--- src/rtl/x_conditioner.sv ---
// ---------------------------------------------------------------------------
// x_conditioner
//
// Turns a raw, asynchronous, possibly bouncing input into a clean synchronous
// level for a downstream FSM. The raw pin is first synchronised by two flops.
// A small FSM then commits a level change only after DEBOUNCE consecutive
// synchronised samples agree. Each committed change raises a one-cycle edge
// pulse.
//
// Parameters
//   DEBOUNCE  consecutive synchronised samples needed to commit a change
//             (legal range 2..255)
//
// Ports
//   clk     in   system clock, rising edge
//   reset   in   asynchronous active-low reset
//   x_raw   in   raw asynchronous input (switch / pin)
//   x       out  debounced, registered level
//   x_rise  out  one-cycle pulse when x commits 0->1
//   x_fall  out  one-cycle pulse when x commits 1->0
//   busy    out  high while a candidate change is being qualified
//   st      out  current FSM state encoding (debug)
// ---------------------------------------------------------------------------
module x_conditioner #(
  parameter int DEBOUNCE = 4
) (
  input  logic       clk,
  input  logic       reset,
  input  logic       x_raw,
  output logic       x,
  output logic       x_rise,
  output logic       x_fall,
  output logic       busy,
  output logic [1:0] st
);

  // The encoding is Gray-like: the stable states differ in both bits, and each
  // check state sits one bit away from the stable state it leaves.
  typedef enum logic [1:0] {
    LOW    = 2'b00,
    CHK_HI = 2'b01,
    HIGH   = 2'b11,
    CHK_LO = 2'b10
  } state_t;

  // The qualifying sample that enters a check state already counts as 1.
  // Commit therefore happens when cnt has reached DEBOUNCE-1 and one more
  // agreeing sample arrives.
  localparam logic [7:0] CNT_LAST = 8'(DEBOUNCE - 1);

  logic       r_sync1;
  logic       r_sync2;
  logic       w_x_s;

  state_t     r_state;
  state_t     w_state_next;
  logic [7:0] r_cnt;
  logic [7:0] w_cnt_next;
  logic       r_x;
  logic       w_x_next;
  logic       r_rise;
  logic       w_rise_next;
  logic       r_fall;
  logic       w_fall_next;

  // Two-flop synchroniser. Nothing downstream ever looks at x_raw directly.
  always_ff @(posedge clk or negedge reset) begin
    if (!reset) begin
      r_sync1 <= 1'b0;
      r_sync2 <= 1'b0;
    end else begin
      r_sync1 <= x_raw;
      r_sync2 <= r_sync1;
    end
  end

  assign w_x_s = r_sync2;

  // State register plus registered outputs.
  always_ff @(posedge clk or negedge reset) begin
    if (!reset) begin
      r_state <= LOW;
      r_cnt   <= 8'd0;
      r_x     <= 1'b0;
      r_rise  <= 1'b0;
      r_fall  <= 1'b0;
    end else begin
      r_state <= w_state_next;
      r_cnt   <= w_cnt_next;
      r_x     <= w_x_next;
      r_rise  <= w_rise_next;
      r_fall  <= w_fall_next;
    end
  end

  // Next-state logic.
  // Pulses default to 0, so each one can only last the single cycle in which
  // a commit happens. The level x holds unless a commit occurs.
  always_comb begin
    w_state_next = r_state;
    w_cnt_next   = r_cnt;
    w_x_next     = r_x;
    w_rise_next  = 1'b0;
    w_fall_next  = 1'b0;

    case (r_state)
      LOW: begin
        if (w_x_s) begin
          w_state_next = CHK_HI;
          w_cnt_next   = 8'd1;
        end else begin
          w_cnt_next   = 8'd0;
        end
      end

      CHK_HI: begin
        if (!w_x_s) begin
          // The run was too short. Drop the candidate silently.
          w_state_next = LOW;
          w_cnt_next   = 8'd0;
        end else if (r_cnt == CNT_LAST) begin
          w_state_next = HIGH;
          w_cnt_next   = 8'd0;
          w_x_next     = 1'b1;
          w_rise_next  = 1'b1;
        end else begin
          w_cnt_next   = r_cnt + 8'd1;
        end
      end

      HIGH: begin
        if (!w_x_s) begin
          w_state_next = CHK_LO;
          w_cnt_next   = 8'd1;
        end else begin
          w_cnt_next   = 8'd0;
        end
      end

      CHK_LO: begin
        if (w_x_s) begin
          w_state_next = HIGH;
          w_cnt_next   = 8'd0;
        end else if (r_cnt == CNT_LAST) begin
          w_state_next = LOW;
          w_cnt_next   = 8'd0;
          w_x_next     = 1'b0;
          w_fall_next  = 1'b1;
        end else begin
          w_cnt_next   = r_cnt + 8'd1;
        end
      end

      default: begin
        w_state_next = LOW;
        w_cnt_next   = 8'd0;
      end
    endcase
  end

  assign x      = r_x;
  assign x_rise = r_rise;
  assign x_fall = r_fall;
  assign st     = r_state;
  assign busy   = (r_state == CHK_HI) || (r_state == CHK_LO);

endmodule
--- config.mk ---
export PLATFORM = sky130hd
export DESIGN_NAME = x_conditioner
export DESIGN_NICKNAME = d
export VERILOG_FILES = /design/src/rtl/x_conditioner.sv
export SDC_FILE = /design/constraint.sdc
export NUM_CORES = 1
export LEC_CHECK = 0
export ABC_AREA = 1
export BUFFER_PORTS_ARGS = -buffer_cell sky130_fd_sc_hd__buf_2
export CAP_MARGIN = 20
export CORE_UTILIZATION = 60
export DETAILED_ROUTE_END_ITERATION = 7
export MAX_ROUTING_LAYER = met4
export PLACE_DENSITY = 0.83
export SLEW_MARGIN = 25
export SYNTH_ARGS = -nofsm -noshare
export SYNTH_HDL_FRONTEND = slang
export SYNTH_SLANG_ARGS = --single-unit
--- constraint.sdc ---
create_clock -name clk -period 2.46 [get_ports clk]
set_input_delay 0 -clock clk [delete_from_list [all_inputs] [get_ports clk]]
set_output_delay 0 -clock clk [all_outputs]
set_load 0.005 [all_outputs]
==> flow_summary_export.csv, run 1 <==
group,metric,value,unit
worst_setup_path,cp_max_fo,5,
die,rows,13,
synthesis,seq_area_frac_synth,43.7,%
die,start_util,65.1,%
worst_setup_path,worst_ep_required_time,2640,ps
final_layout,fillCellCount,106,
worst_setup_path,arrival,1550,ps
drt,dr.pass1.iters,4,
synthesis,synth_nets,102,
cts,clock_sinks,15,
worst_setup_path,cp_top_family,"simple AND/OR/NAND/NOR gates",
drt,via_per_inst,5.39,
synthesis,synth.distinct_cells,23,
final_layout,drive_gt1_share,29.0,%
place,dpl_cell_area,917,sq um
cts,cts_root_buf,"clkbuf_4",
synthesis,netlist.area_leader.share,43.7,%
worst_setup_path,end_kind,"flip-flop",
timing,final-setup-viol-count,0,
grt,grt_pass1_vias,584,
final_layout,stdcell_area,963,sq um
final_layout,regArea,375,sq um
worst_setup_path,path_class,"reg2reg",
drt,vias,658,
cts,clockBufferDepth,2,
synthesis,synth_area_leaders,"dfrtp_1, ha_1, nand2_1",
timing,relSlewSlack,77.7,%
drt,wl_per_cell,12.5,microns
die,die_width,39.8,microns
cts,cts_tree,"done",
worst_setup_path,rrSetupSlack,1090,ps
synthesis,synth_top_area_cell,"dfrtp_1",
timing,rsz0062_at_grt,"no",
power_and_ir_drop,p_leak,0.478,nW
cts,clk_latency,290,ps
power_and_ir_drop,p_per_area,832,nW/um^2
die,dieArea,1590,sq um
grt,overflow,0,
timing,final.period_utilization,55.6,%
power_and_ir_drop,p_int,0.486,mW
power_and_ir_drop,power.switching,0.315,mW
place,dp.cells,116,
grt,grt_max_degree,16,
timing,post-route-min-period,1370,ps
timing,worst_slew_pin_slew,334,ps
final_layout,multi_input_area,430,sq um
timing,fmaxAchievable,731,MHz
worst_setup_path,cp_cell_sequence,"inv_1 > ha_1 > nand2_4 > nand2_2 > nand2_4 > nand3_2 > nand2_1 > nand2_1",
outcome,outcome,"finished, final reports clean",
cts,path_clk_slew,90,ps
power_and_ir_drop,p_comb_share,42.6,%
timing,drv_slew,0,
final_layout,utilization,73.1,%
timing,skew,7.91,ps
final_layout,diodes,0,
place,gp_congestion,0.772,
drt,met3_length,45,microns
drt,detail-route-antenna-nets,0,
synthesis,synth-seq-cells,15,
power_and_ir_drop,power.total,0.802,mW
drt,wl_met1,737,microns
flow_run,maxCapViolations,0,
synthesis,yosysWarnings,0,
place,hpwl,1140,microns
synthesis,avgSynthCellArea,9.23,sq um
timing,setup_tns,0,ps
power_and_ir_drop,sw_frac_of_total,39.3,%
cts,cts_resized,0,
worst_hold_path,hp-class,"in2async",
cts,cts_buffers,3,
power_and_ir_drop,clkPwrFrac,17.6,%
die,core,1320,sq um
drt,top_layer,"met4",
die,die_h,39.8,microns
grt,grt_pass1_wl,2350,microns
final_layout,finalNonFillerCells,122,
worst_setup_path,worstReg2RegStart,"st[0]",
cts,h-tree-depth,1,
drt,routed_wl,1520,microns
place,io_buffers,8,
drt,initialDrtViolationCount,9,
drt,dr_wl_met2,713,microns
worst_setup_path,max_stage_delay,420,ps
power_and_ir_drop,power_frac_seq,39.8,%
power_and_ir_drop,vdd_drop_max,0.000517,V
final_layout,syn_to_final_growth,12.2,%
final_layout,nets,117,
worst_setup_path,crit_buf_inv,1,
synthesis,netlist_instances,93,
worst_setup_path,cp_slowest_cell,"dfrtp_1",
grt,antenna_found_initial,0,
drt,drt_drc_violations_left,0,
die,pin_count,9,
grt,track_usage,24.0,%
worst_setup_path,start_kind,"flip-flop",
worst_setup_path,crit_start,"st[0]",
timing,hold_viol_final,0,
synthesis,netlist_area,858,sq um
-- state kept, by name, indices dropped and copies added (netlist names) --
signal and count:
r_sync1 1, x_fall 1, r_sync2 1, st 2
x_rise 1, r_cnt 8, x 1
-- final cells by class --
type	instances	area share (%)
clock buffers	4	2.73
inverters	14	5.45
repair buffers	10	6.23
multi-input cells	64	44.7
flip-flops and latches	15	39.0
well taps	15	1.95
-- cells in the final DEF (no fill, tap or decap), types with 2 or more instances in the layout --
cell and instances:
nor3_1 2, nand2_2 3, nand3_2 2, a21oi_1 4, dfrtp_1 15, xor2_1 3, buf_2 8, nand2_4 3
nor3_2 2, inv_2 4, nand2_1 15, nand4_1 3, nand3_1 2, ha_1 6, nor2_1 9, o21ai_0 2
inv_1 10, dlygate4sd3_1 2, clkbuf_4 3, nor2_2 2
-- stage by stage --
step,setup WS [ps],hold slack (ps)
final,1090,134
after global routing,994,196
after CTS,1090,149
after detailed placement,1110,-76.0
after global placement,1170,-79.9
after floorplan,1220,-296
-- synth_stat cells, drive strengths merged --
cell,instances
ha,6
o21ai,2
nor2,12
nor3,4
nand4,4
inv,14
nand2,21
a22oi,1
nand3b,1
dfrtp,15
xor2,3
nand3,5
a21oi,5
-- final timing paths --
| path | cells past startpoint | to |
|---|---|---|
| max | 8 | st[0] |
| min | 2 | r_cnt[5] |
| max reg2reg | 8 | st[0] |
| min reg2reg | 0 | r_sync2 |
| max in group asynchronous | 2 | r_cnt[1] |
| min in group clk | 2 | r_sync1 |
-- per-layer routing --
metal / vias up / global-route usage, %
met1: 307 / 27.4
li1: 328 / -
met2: 18 / 38.5
met3: 5 / 5.11
met5: - / -
met4: 0 / 13.8
-- power by group through the flow --
stage | combinational, mW | sequential [mW] | clock (mW)
4_1_cts | 0.342 | 0.320 | 0.145
6_report | 0.342 | 0.319 | 0.141
3_3_place_gp | 0.325 | 0.323 | 0
3_5_place_dp | 0.336 | 0.324 | 0
5_1_grt | 0.387 | 0.325 | 0.155
2_1_floorplan | 0.248 | 0.322 | 0
-- kinds of logic after synthesis --
kind of cell / count (synthesis) / share of synthesized area (%)
flip-flops: 15 / 43.7
adder cells (fa/ha/maj): 6 / 8.75
AND/OR/NAND/NOR: 47 / 32.9
AO/OA/AOI/OAI: 8 / 5.39
XOR/XNOR: 3 / 3.06
buffers and inverters: 14 / 6.12
-- what timing repair did --
| item | in CTS | in global routing |
|---|---|---|
| hold buffers | 2 | 0 |
| setup buffers | 0 | 0 |
| endpoints found under the hold margin | 16 | 0 |
Power figures use the tool's default switching activity.
==> run 2: changes to the inputs <==
--- a/config.mk
+++ b/config.mk
@@ -5,13 +5,13 @@
 export SDC_FILE = /design/constraint.sdc
 export NUM_CORES = 1
 export LEC_CHECK = 0
-export ABC_AREA = 1
+export ABC_AREA = 0
 export BUFFER_PORTS_ARGS = -buffer_cell sky130_fd_sc_hd__buf_2
 export CAP_MARGIN = 20
-export CORE_UTILIZATION = 60
+export CORE_UTILIZATION = 54
 export DETAILED_ROUTE_END_ITERATION = 7
 export MAX_ROUTING_LAYER = met4
-export PLACE_DENSITY = 0.83
+export PLACE_DENSITY = 0.77
 export SLEW_MARGIN = 25
 export SYNTH_ARGS = -nofsm -noshare
 export SYNTH_HDL_FRONTEND = slang
==> constraint.sdc (replaced) <==
create_clock -name clk -period 1.3 [get_ports clk]
set_input_delay 0 -clock clk [delete_from_list [all_inputs] [get_ports clk]]
set_output_delay 0 -clock clk [all_outputs]
set_load 0.005 [all_outputs]
==> run 2 against run 1 <==
- the flow now finishes with violations (negative setup slack)
- global-route usage is 8.3 points higher
- critical path depth is 2 lower
- synthesized cell count is 27% lower
- cell count is 3.3% higher
- critical endpoint is now r_cnt[0]
- worst hold slack better by 33 ps
- core utilization is 23 points higher
- largest power group unchanged
==> flow_summary_export.csv, run 2 <==
group,metric,value,unit
timing,hold_viol_final,0,
die,die_h,39.3,microns
synthesis,netlist.area_leader.share,49.9,%
final_layout,top_register,"r_cnt",
synthesis,synth_ff_type,"dfrtp_1",
synthesis,synth_top_area_cell,"dfrtp_1",
timing,worst_slew_pin_slew,334,ps
drt,via_per_inst,6.37,
die,rows,13,
worst_setup_path,rrSetupSlack,-350,ps
drt,initialDrtViolationCount,45,
synthesis,netlist_area,752,sq um
worst_setup_path,end_kind,"flip-flop",
final_layout,drive_gt1_share,64.0,%
timing,drv_slew,0,
grt,grt_max_degree,16,
worst_setup_path,arrival,1810,ps
drt,detail-route-antenna-nets,0,
synthesis,synth_area_leaders,"dfrtp_1, ha_1, xor2_1",
grt,antenna_found_initial,0,
power_and_ir_drop,p_leak,0.586,nW
grt,grt_pass1_vias,694,
synthesis,avgSynthCellArea,11.1,sq um
die,core,1300,sq um
timing,relSlewSlack,77.7,%
worst_setup_path,worst_ep_required_time,1460,ps
worst_setup_path,max_stage_delay,390,ps
worst_setup_path,cp_max_fo,5,
worst_setup_path,start_kind,"flip-flop",
worst_hold_path,hp-class,"in2async",
synthesis,synthTopCellsByCount,"dfrtp_1, nor2_1, ha_1, inv_1",
cts,clk_latency,290,ps
worst_setup_path,cp_top_family,"compound AO/OA/AOI/OAI gates",
drt,dr.pass1.iters,4,
final_layout,diodes,0,
cts,clock_sinks,15,
place,hpwl,1230,microns
worst_setup_path,crit_buf_inv,1,
grt,track_usage,32.3,%
final_layout,fillCellCount,26,
timing,final.period_utilization,127,%
cts,cts_buffers,3,
outcome,outcome,"finished, violations left",
grt,overflow,0,
outcome,violations,"negative setup slack",
place,io_buffers,8,
synthesis,seq_area_frac_synth,49.9,%
synthesis,synth_nets,77,
worst_setup_path,path_class,"reg2reg",
drt,vias,803,
timing,final-setup-viol-count,14,
die,pin_count,9,
drt,wl_per_cell,24.4,microns
die,dieArea,1550,sq um
timing,fmaxAchievable,606,MHz
timing,final.setup.worst_slack,-349,ps
drt,drt_drc_violations_left,0,
synthesis,netlist_instances,68,
cts,cts_tree,"done",
place,post-place-ws,-265,ps
cts,path_clk_slew,100,ps
flow_run,maxCapViolations,0,
synthesis,synth.most_common_cell,"dfrtp_1",
worst_setup_path,cp_cell_sequence,"ha_2 > nor4b_4 > a22oi_2 > buf_6 > a221oi_2 > a21oi_1",
final_layout,largest_reg_flops,8,
synthesis,synth-seq-cells,15,
power_and_ir_drop,p_per_area,1970,nW/um^2
die,die_width,39.3,microns
grt,grt_pass1_wl,3110,microns
synthesis,async_flop_share,100,%
synthesis,synth_edf_count,0,
final_layout,final_cell_mix,"buf_4, dfrtp_1, buf_2, nor2_2, buf_6",
die,start_util,57.8,%
final_layout,nets,121,
synthesis,yosysWarnings,0,
place,gp_congestion,0.771,
power_and_ir_drop,vdd_drop_max,0.00172,V
synthesis,synth.distinct_cells,23,
final_layout,final_common_cell,"buf_4",
cts,cts_root_buf,"clkbuf_4",
drt,routed_wl,3080,microns
worst_setup_path,cp_slowest_cell,"dfrtp_1",
final_layout,syn_to_final_growth,67.1,%
timing,post-route-min-period,1650,ps
cts,clockBufferDepth,2,
cts,h-tree-depth,1,
final_layout,utilization,96.5,%
timing,skew,3.25,ps
timing,rsz0062_at_grt,"yes",
## run 2: cell types whose count changed after synthesis, sizes merged, moves of 2 or more
cell,before,now
a21oi,5,2
and3,0,2
inv,14,6
nand2,21,3
nand2b,0,2
nand4,4,0
nor2,12,9
nor3,4,1
o31ai,0,2
xnor2,0,2
## run 2: cell families (layout without fill, tap and decap cells)
family,Yosys count,count (layout),synth area share [%]
multiplexers,1,1,1.50
XOR/XNOR,6,6,6.99
buffers and inverters,6,49,2.99
flip-flops,15,15,49.9
AO/OA/AOI/OAI,11,11,12.0
AND/OR/NAND/NOR,23,23,16.6
adder cells (fa/ha/maj),6,6,9.98
## run 2: power breakdown
group	leakage, nW	switching (mW)	total (mW)	internal [mW]
Sequential	0.191	0.0802	0.616	0.536
Clock	0.0177	0.167	0.282	0.115
Combinational	0.377	0.737	1.57	0.833
Total	0.586	0.985	2.47	1.48
## run 2: worst register-to-register path, cell delays in order (launching register included)
cell and delay, ps:
dfrtp_1 390, ha_2 200, nor4b_4 280, a22oi_2 150, buf_6 150, a221oi_2 240
a21oi_1 110
## run 2: layout make-up
| class | instances | area [sq um] | area share, % |
|---|---|---|---|
| inverter | 6 | 27.5 | 2.19 |
| timing repair buffer | 39 | 315 | 25.1 |
| clock buffer | 3 | 22.5 | 1.79 |
| multi-input combinational | 47 | 489 | 38.9 |
| clock inverter | 1 | 5.00 | 0.398 |
| tap | 15 | 18.8 | 1.49 |
| sequential | 15 | 378 | 30.1 |
## run 2: routing by layer
layer  share of wire, %  routed length, microns  vias up  track usage (%)
met4                7.7                     238        0             12.1
met2                 50                    1530       66             53.8
met1                 35                    1080      385             35.6
met5                  0                       0        -                -
li1                   -                       -      319                -
met3                7.6                     235       33             11.4
## run 2: worst paths after layout
check | from | endpoint | cells after the start
worst min-delay path | reset | r_cnt[7] | 2
max in group asynchronous | reset | st[0] | 2
min in group clk | r_sync1 | r_sync2 | 0
worst max-delay path | r_cnt[0] | r_cnt[0] | 6
worst min register to register | r_sync1 | r_sync2 | 0
worst max register to register | r_cnt[0] | r_cnt[0] | 6
## run 2: per-stage QoR
step	std cells	cell area (sq um)	total power, mW	hold WS [ps]	setup TNS (ps)
after CTS	122	1160	2.07	151	-1730
after floorplan	68	816	1.17	-296	-635
final	126	1260	2.47	167	-2730
after global routing	126	1260	2.56	169	-3170
after detailed placement	110	1020	1.53	-87.6	-2300
after global placement	110	1020	1.49	-90.1	-1430
## run 2: timing repair
action / 4_1_cts / 5_1_grt
setup endpoints to repair: 12 / 14
endpoints found under the hold margin: 16 / 0
pin swaps: 7 / 4
resized for setup: 10 / 16
cloned: 0 / 0
setup buffers: 6 / 4
hold buffers: 2 / 0
